## src/rtl/multi_channel_variant_scheduler_if.sv

```systemverilog
// ============================================================================
// Module  : multi_channel_variant_scheduler_if
// Purpose : FIFO-side and beat-side signal bundle for the variant scheduler.
// Revision: 1.0
// ============================================================================
`default_nettype none

interface multi_channel_variant_scheduler_if #(
    parameter int NUM_CHANNELS = 4,
    parameter int VARIANTS     = 2,
    parameter int BOT_WIDTH    = 128,
    parameter int INDEX_WIDTH  = 12,
    parameter int DEPTH_LOG2   = 5
);
    localparam int CW = (NUM_CHANNELS > 1) ? $clog2(NUM_CHANNELS) : 1;
    localparam int VW = (VARIANTS > 1) ? $clog2(VARIANTS) : 1;
    localparam int EW = BOT_WIDTH + INDEX_WIDTH + VARIANTS;

    logic [NUM_CHANNELS-1:0]            fifoEmpty;
    logic [NUM_CHANNELS*DEPTH_LOG2-1:0] fifoUsedw;
    logic [NUM_CHANNELS*EW-1:0]         fifoData;
    logic [NUM_CHANNELS-1:0]            fifoPop;
    logic                               almostFull;
    logic                               outReady;
    logic                               outValid;
    logic [BOT_WIDTH-1:0]               botOut;
    logic [INDEX_WIDTH-1:0]             botOutIndex;
    logic [CW+VW-1:0]                   botOutSubIndex;

    modport master (
        output fifoEmpty, fifoUsedw, fifoData, outReady,
        input  fifoPop, almostFull, outValid, botOut, botOutIndex, botOutSubIndex
    );

    modport slave (
        input  fifoEmpty, fifoUsedw, fifoData, outReady,
        output fifoPop, almostFull, outValid, botOut, botOutIndex, botOutSubIndex
    );
endinterface

`default_nettype wire

```

## src/rtl/multi_channel_variant_scheduler.sv

```systemverilog
// ============================================================================
// Module  : multi_channel_variant_scheduler
// Purpose : Picks one FIFO head per grab (fullest / starvation guard) and
//           expands it into one output beat per set variant-mask bit.
// Revision: 1.0
// ============================================================================
`default_nettype none

module multi_channel_variant_scheduler #(
    parameter int NUM_CHANNELS = 4,
    parameter int VARIANTS     = 2,
    parameter int BOT_WIDTH    = 128,
    parameter int INDEX_WIDTH  = 12,
    parameter int DEPTH_LOG2   = 5,
    parameter int ALMOST_FULL  = 28,
    parameter int STARVE_LIMIT = 4
) (
    input  logic                             clk,
    input  logic                             rst,
    multi_channel_variant_scheduler_if.slave bus
);
    localparam int CW = (NUM_CHANNELS > 1) ? $clog2(NUM_CHANNELS) : 1;
    localparam int VW = (VARIANTS > 1) ? $clog2(VARIANTS) : 1;
    localparam int EW = BOT_WIDTH + INDEX_WIDTH + VARIANTS;
    localparam int WW = $clog2(STARVE_LIMIT + 1);

    logic [BOT_WIDTH-1:0]   cur_bot_q,     cur_bot_d;
    logic [INDEX_WIDTH-1:0] cur_index_q,   cur_index_d;
    logic [CW-1:0]          cur_channel_q, cur_channel_d;
    logic [VARIANTS-1:0]    rem_mask_q,    rem_mask_d;
    logic [CW-1:0]          rr_ptr_q,      rr_ptr_d;
    logic [WW-1:0]          wait_cnt_q [NUM_CHANNELS];
    logic [WW-1:0]          wait_cnt_d [NUM_CHANNELS];

    logic [DEPTH_LOG2-1:0]  used [NUM_CHANNELS];
    logic [CW-1:0]          sel;
    logic                   starve_hit;
    logic                   have_best;
    logic [DEPTH_LOG2-1:0]  best_used;
    logic [CW:0]            scan_sum;
    logic [CW-1:0]          scan_ch;
    logic [EW-1:0]          head;
    logic                   out_valid;
    logic                   one_left;
    logic                   load;
    logic                   grab;
    logic [VW-1:0]          low_idx;
    logic                   almost_full;

    always_comb begin
        almost_full = 1'b0;
        for (int c = 0; c < NUM_CHANNELS; c++) begin
            used[c]     = bus.fifoUsedw[c*DEPTH_LOG2 +: DEPTH_LOG2];
            almost_full = almost_full | (used[c] >= DEPTH_LOG2'(ALMOST_FULL));
        end
    end

    // Starved channels win outright; otherwise fullest, ties resolved by a circular scan from rr_ptr.
    always_comb begin
        sel        = '0;
        starve_hit = 1'b0;
        have_best  = 1'b0;
        best_used  = '0;
        scan_sum   = '0;
        scan_ch    = '0;
        for (int c = NUM_CHANNELS - 1; c >= 0; c--) begin
            if (!bus.fifoEmpty[c] && (wait_cnt_q[c] >= WW'(STARVE_LIMIT))) begin
                starve_hit = 1'b1;
                sel        = CW'(c);
            end
        end
        if (!starve_hit) begin
            for (int k = 0; k < NUM_CHANNELS; k++) begin
                scan_sum = {1'b0, rr_ptr_q} + (CW+1)'(k);
                if (scan_sum >= (CW+1)'(NUM_CHANNELS)) begin
                    scan_sum = scan_sum - (CW+1)'(NUM_CHANNELS);
                end
                scan_ch = scan_sum[CW-1:0];
                if (!bus.fifoEmpty[scan_ch] && (!have_best || (used[scan_ch] > best_used))) begin
                    have_best = 1'b1;
                    best_used = used[scan_ch];
                    sel       = scan_ch;
                end
            end
        end
    end

    always_comb begin
        low_idx = '0;
        for (int v = VARIANTS - 1; v >= 0; v--) begin
            if (rem_mask_q[v]) begin
                low_idx = VW'(v);
            end
        end
    end

    assign head      = bus.fifoData[sel*EW +: EW];
    assign out_valid = |rem_mask_q;
    assign one_left  = out_valid && ((rem_mask_q & (rem_mask_q - VARIANTS'(1))) == '0);
    assign load      = !out_valid || (bus.outReady && one_left);
    assign grab      = load && (|(~bus.fifoEmpty));

    always_comb begin
        cur_bot_d     = cur_bot_q;
        cur_index_d   = cur_index_q;
        cur_channel_d = cur_channel_q;
        rem_mask_d    = rem_mask_q;
        rr_ptr_d      = rr_ptr_q;
        wait_cnt_d    = wait_cnt_q;
        if (grab) begin
            cur_bot_d     = head[EW-1 -: BOT_WIDTH];
            cur_index_d   = head[VARIANTS +: INDEX_WIDTH];
            cur_channel_d = sel;
            rem_mask_d    = head[VARIANTS-1:0];
            rr_ptr_d      = (sel == CW'(NUM_CHANNELS - 1)) ? '0 : sel + CW'(1);
            for (int c = 0; c < NUM_CHANNELS; c++) begin
                if ((CW'(c) == sel) || bus.fifoEmpty[c]) begin
                    wait_cnt_d[c] = '0;
                end else if (wait_cnt_q[c] < WW'(STARVE_LIMIT)) begin
                    wait_cnt_d[c] = wait_cnt_q[c] + WW'(1);
                end
            end
        end else if (load) begin
            rem_mask_d = '0;
        end else if (bus.outReady) begin
            rem_mask_d = rem_mask_q & (rem_mask_q - VARIANTS'(1));
        end
    end

    always_ff @(posedge clk or negedge rst) begin
        if (!rst) begin
            cur_bot_q     <= '0;
            cur_index_q   <= '0;
            cur_channel_q <= '0;
            rem_mask_q    <= '0;
            rr_ptr_q      <= '0;
            for (int c = 0; c < NUM_CHANNELS; c++) begin
                wait_cnt_q[c] <= '0;
            end
        end else begin
            cur_bot_q     <= cur_bot_d;
            cur_index_q   <= cur_index_d;
            cur_channel_q <= cur_channel_d;
            rem_mask_q    <= rem_mask_d;
            rr_ptr_q      <= rr_ptr_d;
            wait_cnt_q    <= wait_cnt_d;
        end
    end

    // Pop is gated by reset directly so an asserted reset suppresses it within the same cycle.
    assign bus.fifoPop        = (grab && rst) ? (NUM_CHANNELS'(1) << sel) : '0;
    assign bus.almostFull     = almost_full;
    assign bus.outValid       = out_valid;
    assign bus.botOut         = cur_bot_q;
    assign bus.botOutIndex    = cur_index_q;
    assign bus.botOutSubIndex = {cur_channel_q, low_idx};
endmodule

`default_nettype wire

```

## src/flat_wrapper.sv

```systemverilog
// flat-port wrapper written by rule: the top's interface ports become plain ports
module multi_channel_variant_scheduler_flat 
#(
    parameter int NUM_CHANNELS = 4,
    parameter int VARIANTS     = 2,
    parameter int BOT_WIDTH    = 128,
    parameter int INDEX_WIDTH  = 12,
    parameter int DEPTH_LOG2   = 5,
    parameter int ALMOST_FULL  = 28,
    parameter int STARVE_LIMIT = 4
)
  (clk, rst, bus_fifoEmpty, bus_fifoUsedw, bus_fifoData, bus_outReady, bus_fifoPop, bus_almostFull, bus_outValid, bus_botOut, bus_botOutIndex, bus_botOutSubIndex);
  multi_channel_variant_scheduler_if #(.NUM_CHANNELS(NUM_CHANNELS), .VARIANTS(VARIANTS), .BOT_WIDTH(BOT_WIDTH), .INDEX_WIDTH(INDEX_WIDTH), .DEPTH_LOG2(DEPTH_LOG2)) bus_i ();
  input  logic clk;
  input  logic rst;
  input wire logic [$bits(bus_i.fifoEmpty)-1:0] bus_fifoEmpty;
  input wire logic [$bits(bus_i.fifoUsedw)-1:0] bus_fifoUsedw;
  input wire logic [$bits(bus_i.fifoData)-1:0] bus_fifoData;
  input wire logic [$bits(bus_i.outReady)-1:0] bus_outReady;
  output wire logic [$bits(bus_i.fifoPop)-1:0] bus_fifoPop;
  output wire logic [$bits(bus_i.almostFull)-1:0] bus_almostFull;
  output wire logic [$bits(bus_i.outValid)-1:0] bus_outValid;
  output wire logic [$bits(bus_i.botOut)-1:0] bus_botOut;
  output wire logic [$bits(bus_i.botOutIndex)-1:0] bus_botOutIndex;
  output wire logic [$bits(bus_i.botOutSubIndex)-1:0] bus_botOutSubIndex;
  assign bus_i.fifoEmpty = bus_fifoEmpty;
  assign bus_i.fifoUsedw = bus_fifoUsedw;
  assign bus_i.fifoData = bus_fifoData;
  assign bus_i.outReady = bus_outReady;
  assign bus_fifoPop = bus_i.fifoPop;
  assign bus_almostFull = bus_i.almostFull;
  assign bus_outValid = bus_i.outValid;
  assign bus_botOut = bus_i.botOut;
  assign bus_botOutIndex = bus_i.botOutIndex;
  assign bus_botOutSubIndex = bus_i.botOutSubIndex;
  multi_channel_variant_scheduler #(.NUM_CHANNELS(NUM_CHANNELS), .VARIANTS(VARIANTS), .BOT_WIDTH(BOT_WIDTH), .INDEX_WIDTH(INDEX_WIDTH), .DEPTH_LOG2(DEPTH_LOG2), .ALMOST_FULL(ALMOST_FULL), .STARVE_LIMIT(STARVE_LIMIT)) u_core (.clk(clk), .rst(rst), .bus(bus_i));
endmodule
```

## config.mk

```make
export PLATFORM = sky130hd
export DESIGN_NAME = multi_channel_variant_scheduler_flat
export DESIGN_NICKNAME = d
export VERILOG_FILES = /design/src/rtl/multi_channel_variant_scheduler_if.sv /design/src/rtl/multi_channel_variant_scheduler.sv /design/src/flat_wrapper.sv
export SDC_FILE = /design/constraint.sdc
export NUM_CORES = 1
export LEC_CHECK = 0
export CAP_MARGIN = 20
export CELL_PAD_IN_SITES_DETAIL_PLACEMENT = 1
export CELL_PAD_IN_SITES_GLOBAL_PLACEMENT = 1
export CORE_AREA = 2 2 288 290
export CTS_CLUSTER_DIAMETER = 60
export DETAILED_ROUTE_END_ITERATION = 10
export DIE_AREA = 0 0 290 292
export HOLD_SLACK_MARGIN = 0.1
export PLACE_DENSITY_LB_ADDON = 0.1
export SETUP_SLACK_MARGIN = 0.5
export SLEW_MARGIN = 10
export SYNTH_ARGS = -nofsm -noshare
export SYNTH_HDL_FRONTEND = slang
export SYNTH_SLANG_ARGS = --single-unit
export TNS_END_PERCENT = 50
```

## constraint.sdc

```tcl
create_clock -name clk -period 21 [get_ports clk]
set_clock_uncertainty 0.05 [all_clocks]
set_input_delay 4.2 -clock clk [delete_from_list [all_inputs] [get_ports clk]]
set_output_delay 4.2 -clock clk [all_outputs]
set_load 0.02 [all_outputs]
```

# Word level (Yosys, flattened, before mapping)
# Index checks and enable logic that the tools add are counted.
[op_classes] n_shift=2 mul=1 eq_ne=4 add_sub_neg=13 n_lt_le_gt_ge=27 n_reduce_logical=43 mux=68 bitwise=9
[op_table] cell="568-bit by 11-bit variable part select with 142-bit output" n=1
[op_table] cell="5-bit 2-to-1 mux" n=14
[op_table] cell="2-bit 2-to-1 mux" n=21
[op_table] cell="5-bit binary-select mux with 2-bit select" n=4
[op_table] cell="3-bit >= comparator, second input constant" n=11
[op_table] cell="3-bit 2-to-1 mux" n=8
[op_table] cell="5-bit >= comparator, second input constant" n=4
[op_table] cell="1-bit 2-to-1 mux" n=16
[op_table] cell="5-bit greater-than comparator" n=3
[op_table] cell="3-bit by 1-bit adder with 3-bit output, second input constant" n=4
[op_table] cell="2-bit by 3-bit < comparator with 1-bit output, second input constant" n=4
[op_table] cell="3-bit < comparator, second input constant" n=4
[op_table] cell="2-bit inverter with 3-bit output" n=4
[op_table] cell="1-bit logical AND" n=11
[op_table] cell="1-bit logical NOT" n=11
[op_table] cell="2-bit by 1-bit subtractor with 2-bit output, second input constant" n=5
[op_table] cell="2-bit by 7-bit multiplier with 9-bit output, second input constant" n=1
[op_table] cell="1-bit binary-select mux with 2-bit select" n=4
[op_table] cell="1-bit logical OR" n=8
[op_table] cell="2-bit AND reduction" n=4
[op_table] cell="2-bit nonzero test" n=4
[op_table] cell="2-bit by 2-bit adder with 3-bit output, second input constant" n=2
[op_table] cell="2-bit == test, first input constant" n=2
[op_table] cell="2-bit logical NOT" n=2
[op_table] cell="other kinds (13)" n=15
[word_totals] output_inout_bits=149 word_cells=176 in_bits=595 ff_bits=158

# Depth between registers and ports, before layout
[depth] word_depth=32 depth_mapped=36 mapped_depth_nobuf=31

# Least setup slack after synthesis
# No wires, ideal clock.
[synth_path] path_type="input to output" from="input port bus_fifoEmpty[3]" to="output port bus_fifoPop[0]" path_slack_ns=7.106 t_arrival_ns=9.644 n_path_buf=3 cell_stages=30 t_required_ns=16.750 path_cell_list="clkbuf_1 mux2_4 mux2i_2 o211a_1 inv_1 ha_1 a21o_1 a21oi_1 a32oi_1 or2_1 nand2_1 mux2i_1 ha_1 nor2b_1 o211ai_1 a21oi_1 o21ai_2 o21ai_0 ha_1 nand4_1 or2_2 o21ai_0 a21oi_2 a2111oi_0 a211o_2 inv_4 buf_4 buf_4 ha_1 and3_1"
[synth_between] elab_chain_cells=21 word_cells_on_any_way=56 classes_between="order compare: 3; shift: 1; mux: 34; bitwise: 1; reduce/logical: 17"
[synth_lines] element="from (decl)" line_no="flat_wrapper.sv:16" source="input wire logic [$bits(bus_i.fifoEmpty)-1:0] bus_fifoEmpty;"
[synth_lines] element="1-bit binary-select mux with 2-bit select" line_no="multi_channel_variant_scheduler.sv:79" source="if (!bus.fifoEmpty[scan_ch] && (!have_best || (used[scan_ch] > best_used))) begin"
[synth_lines] element="1-bit 2-to-1 mux (implied by the code)" line_no="multi_channel_variant_scheduler.sv:79"
[synth_lines] element="5-bit 2-to-1 mux or 1-bit 2-to-1 mux (tied branches)" line_no="multi_channel_variant_scheduler.sv:79"
[synth_lines] element="5-bit 2-to-1 mux or 1-bit 2-to-1 mux (tied branches)" line_no="multi_channel_variant_scheduler.sv:72" source="if (!starve_hit) begin"
[synth_lines] element="5-bit greater-than comparator or 1-bit logical NOT (tied branches)" line_no="multi_channel_variant_scheduler.sv:79"
[synth_lines] element="1-bit logical OR" line_no="multi_channel_variant_scheduler.sv:79"
[synth_lines] element="1-bit logical AND" line_no="multi_channel_variant_scheduler.sv:79"
[synth_lines] element="5-bit 2-to-1 mux or 1-bit 2-to-1 mux (tied branches)" line_no="multi_channel_variant_scheduler.sv:79"
[synth_lines] element="[... 6 more ...]"
[synth_lines] element="5-bit greater-than comparator or 1-bit logical NOT (tied branches)" line_no="multi_channel_variant_scheduler.sv:79"
[synth_lines] element="1-bit logical OR" line_no="multi_channel_variant_scheduler.sv:79"
[synth_lines] element="1-bit logical AND" line_no="multi_channel_variant_scheduler.sv:79"
[synth_lines] element="2-bit 2-to-1 mux" line_no="multi_channel_variant_scheduler.sv:79"
[synth_lines] element="2-bit 2-to-1 mux *" line_no="multi_channel_variant_scheduler.sv:72"
[synth_lines] element="net u_core.sel[0]" line_no="multi_channel_variant_scheduler.sv:36" source="logic [CW-1:0] sel;"
[synth_lines] element="1-bit by 2-bit << shifter with 4-bit output *" line_no="multi_channel_variant_scheduler.sv:151" source="assign bus.fifoPop = (grab && rst) ? (NUM_CHANNELS'(1) << sel) : '0;"
[synth_lines] element="4-bit 2-to-1 mux *" line_no="multi_channel_variant_scheduler.sv:151"
[synth_lines] element="to (decl)" line_no="flat_wrapper.sv:20" source="output wire logic [$bits(bus_i.fifoPop)-1:0] bus_fifoPop;"
# The timed path passes the listed nets; every way through them passes the cells marked *. The select of a mux whose other input is x is not followed.

# Worst setup path after layout
[layout_path] from="input port bus_fifoEmpty[0]" to="output port bus_fifoPop[0]"
# Same word-level chain as after synthesis.

==> flow_metrics.env <==
export IMPL_via_per_inst=4.10
export IMPL_drive_gt1_share_pct=6.11
export IMPL_grt_max_degree=123
export IMPL_grt_use_met3_pct=4.61
export IMPL_setup_tns_ps=0
export IMPL_synthFlopType="dfrtp_1"
export IMPL_die_w_um=290
export IMPL_drv_cap=0
export IMPL_grt_first_pass_wirelength_mm=97.9
export IMPL_crit_type="in2out"
export IMPL_maxSlewHeadroom_pct=31.0
export IMPL_postCtsResizedCells=0
export IMPL_dp_hpwl_mm=55.2
export IMPL_crit_fanout=122
export IMPL_dr_pass1_iters=4
export IMPL_first_global_vias=13100
export IMPL_cpMostUsedCell="ha_1"
export IMPL_critPathRequiredTime_ps=16750
export IMPL_setup_worst_path_end_class="output port"
export IMPL_hold_ws_ps=435
export IMPL_cts_setup_buffers=0
export IMPL_syn_area_mm2=0.0111
export IMPL_first_iter_violations=354
export IMPL_cts_hold_fix_buffers=0
export IMPL_path_clk_slew_ps=70
export IMPL_ys_warn_count=0
export IMPL_htree_num_levels=4
export IMPL_synth_cells=1067
export IMPL_synth_fp_nets=1688
export IMPL_dieArea_mm2=0.0847
export IMPL_area_growth_pct=80.5
export IMPL_clockBufferDepth=2
export IMPL_cts_tree="done"
export IMPL_status="complete, no violations"
export IMPL_grtUsageTotal_pct=16.2
export IMPL_ys_types=63
export IMPL_numCtsBuffers=17
export IMPL_period_needed_ps=16030
export IMPL_ioPinCount=744
export IMPL_routed_wire_length_per_instance_um=24.4
export IMPL_wl_mm=69.7
export IMPL_cts_root_buf="clkbuf_16"
export IMPL_fin_crit_sh_pct=76.3
export IMPL_max_freq_mhz=62.4
export IMPL_use_met1_pct=16.3
export IMPL_finalSetupViolCount=0
export IMPL_cp_slowest_cell="clkdlybuf4s50_1"
export IMPL_port_buffers=743
export IMPL_rsz0062_at_grt="false"
export IMPL_fp_row_count=105
export IMPL_syn_avg_cell_area_um2=10.4
export IMPL_cts_sinks=158
export IMPL_synth_edf_count=0
export IMPL_crit_path_start_kind="input pin"
export IMPL_start_util_pct=13.7
export IMPL_antenna_found_initial=22
export IMPL_cpPeakStageDelay_ps=670
export IMPL_final_max_slew_violation_count=0
export IMPL_drc=0
export IMPL_ys_seq_elements=158
export IMPL_dieHeight_um=292
export IMPL_finalNetCount=2376
export IMPL_hold_path_class="reg2reg"
export IMPL_final_hold_violation_count=0
export IMPL_clock_latency_ps=480
export IMPL_gr_max_usage_layer="met2"
export IMPL_core_area_mm2=0.0816
export IMPL_met2_usage_pct=31.2
export IMPL_vias=11700
export IMPL_ys_seq_area_share_pct=35.5
export IMPL_gp_congestion=0.816
export IMPL_worst_pin_slew_ps=1010
export IMPL_overflow=0
export IMPL_ant_nets=0
export IMPL_synth_async_reset_ratio_pct=100
export IMPL_arrival_ps=11780
## sequential cells by signal (all words and copies together), names as in the netlist
signal / flops
u_core.rr_ptr_q: 2
u_core.wait_cnt_q: 12
u_core.bus.botOut: 128
u_core.cur_channel_q: 2
u_core.rem_mask_q: 2
u_core.bus.botOutIndex: 12
## placed cells by master (no fill, tap or decap), types with 6 or more instances in the layout
master	netlist	final
nor2b_1	8	8
diode_2	0	15
a221oi_2	17	17
dfrtp_1	158	158
inv_1	14	14
and3_1	7	7
a21oi_1	19	19
mux4_2	8	8
o21ai_0	18	18
buf_4	15	15
a221oi_1	62	62
nor2_1	94	93
clkdlybuf4s50_1	0	742
ha_1	26	26
nand2_1	93	90
clkinvlp_4	0	6
mux2i_1	296	296
nor3_1	6	6
mux2_2	12	12
clkbuf_16	0	17
nand3_1	6	6
o221ai_1	63	63
## critical path, delay by kind of cell
| kind | cells | cell delay (ps) |
|---|---|---|
| AO/OA/AOI/OAI | 14 | 3070 |
| buffers and inverters | 4 | 1830 |
| adder cells (fa/ha/maj) | 4 | 1230 |
| multiplexers | 3 | 1110 |
| AND/OR/NAND/NOR | 2 | 320 |
## per-layer routing
metal	wire, µm	share of wire (%)
met5	77	0.11
met1	25100	36
met2	39300	56
met4	1540	2.2
met3	3730	5.3
## per-stage QoR
stage | utilization, % | cells | setup slack (ps) | area (µm²)
5_1_grt | 24.7 | 2853 | 4180 | 20100
4_1_cts | 24.6 | 2838 | 4890 | 20100
2_1_floorplan | - | 1067 | 7110 | 11100
3_5_place_dp | 24.0 | 2806 | 4920 | 19500
6_report | 24.7 | 2853 | 4970 | 20100
3_3_place_gp | 24.0 | 2806 | 4940 | 19500
## layout make-up
| cell class | count | area (µm²) |
|---|---|---|
| well taps | 1070 | 1340 |
| inverters | 17 | 80.1 |
| diodes | 15 | 37.5 |
| clock buffers | 19 | 433 |
| multi-input cells | 802 | 6600 |
| flip-flops and latches | 158 | 3950 |
| repair buffers | 759 | 7570 |
| clock inverters | 13 | 109 |
| fillers | 9294 | 61500 |
## final timing paths
check                                      start               endpoint  slack (ps)  cells after the start
max                             bus_fifoEmpty[0]         bus_fifoPop[0]        4970                     27
min                        u_core.bus.botOut[16]  u_core.bus.botOut[16]         440                      2
max reg2reg                   u_core.rr_ptr_q[0]  u_core.bus.botOut[62]       12310                     28
min reg2reg                u_core.bus.botOut[16]  u_core.bus.botOut[16]         440                      2
max in group asynchronous                    rst  u_core.bus.botOut[34]       16300                      2
min in group asynchronous                    rst  u_core.bus.botOut[39]        3570                      1
## synth_stat cells, types with 5 or more instances
library cell  number  area (µm²)
clkbuf_1          49         184
ha_1              26         325
mux4_2             8         180
nor3_1             6        30.0
buf_4             15         113
a21oi_1           19        95.1
mux2i_1          296        2960
nor2_1            94         353
and3_1             7        43.8
o21ai_0           18        90.1
o221ai_1          63         552
a221oi_2          17         255
nand3_1            6        30.0
mux2_2            12         135
o21a_1             5        37.5
buf_12             6         120
or2_2              5        31.3
inv_1             14        52.6
nand2_1           93         349
buf_6              9         101
o211ai_1           5        37.5
dfrtp_1          158        3950
nor2b_1            8        50.1
a221oi_1          62         543
## logic make-up (layout without fill, tap and decap cells)
| family | count (synthesis) | after routing | synth area share [%] |
|---|---|---|---|
| compound gates | 227 | 227 | 17.4 |
| fa+ha+maj | 26 | 26 | 2.92 |
| buf+inv | 107 | 808 | 5.76 |
| flops | 158 | 158 | 35.5 |
| mux | 319 | 319 | 29.8 |
| other cells | 0 | 15 | 0 |
| simple gates | 230 | 230 | 8.65 |
Power is left out: the tool's default activity adds up to more than one toggle a clock period on the data nets, which glitch-free logic cannot reach.
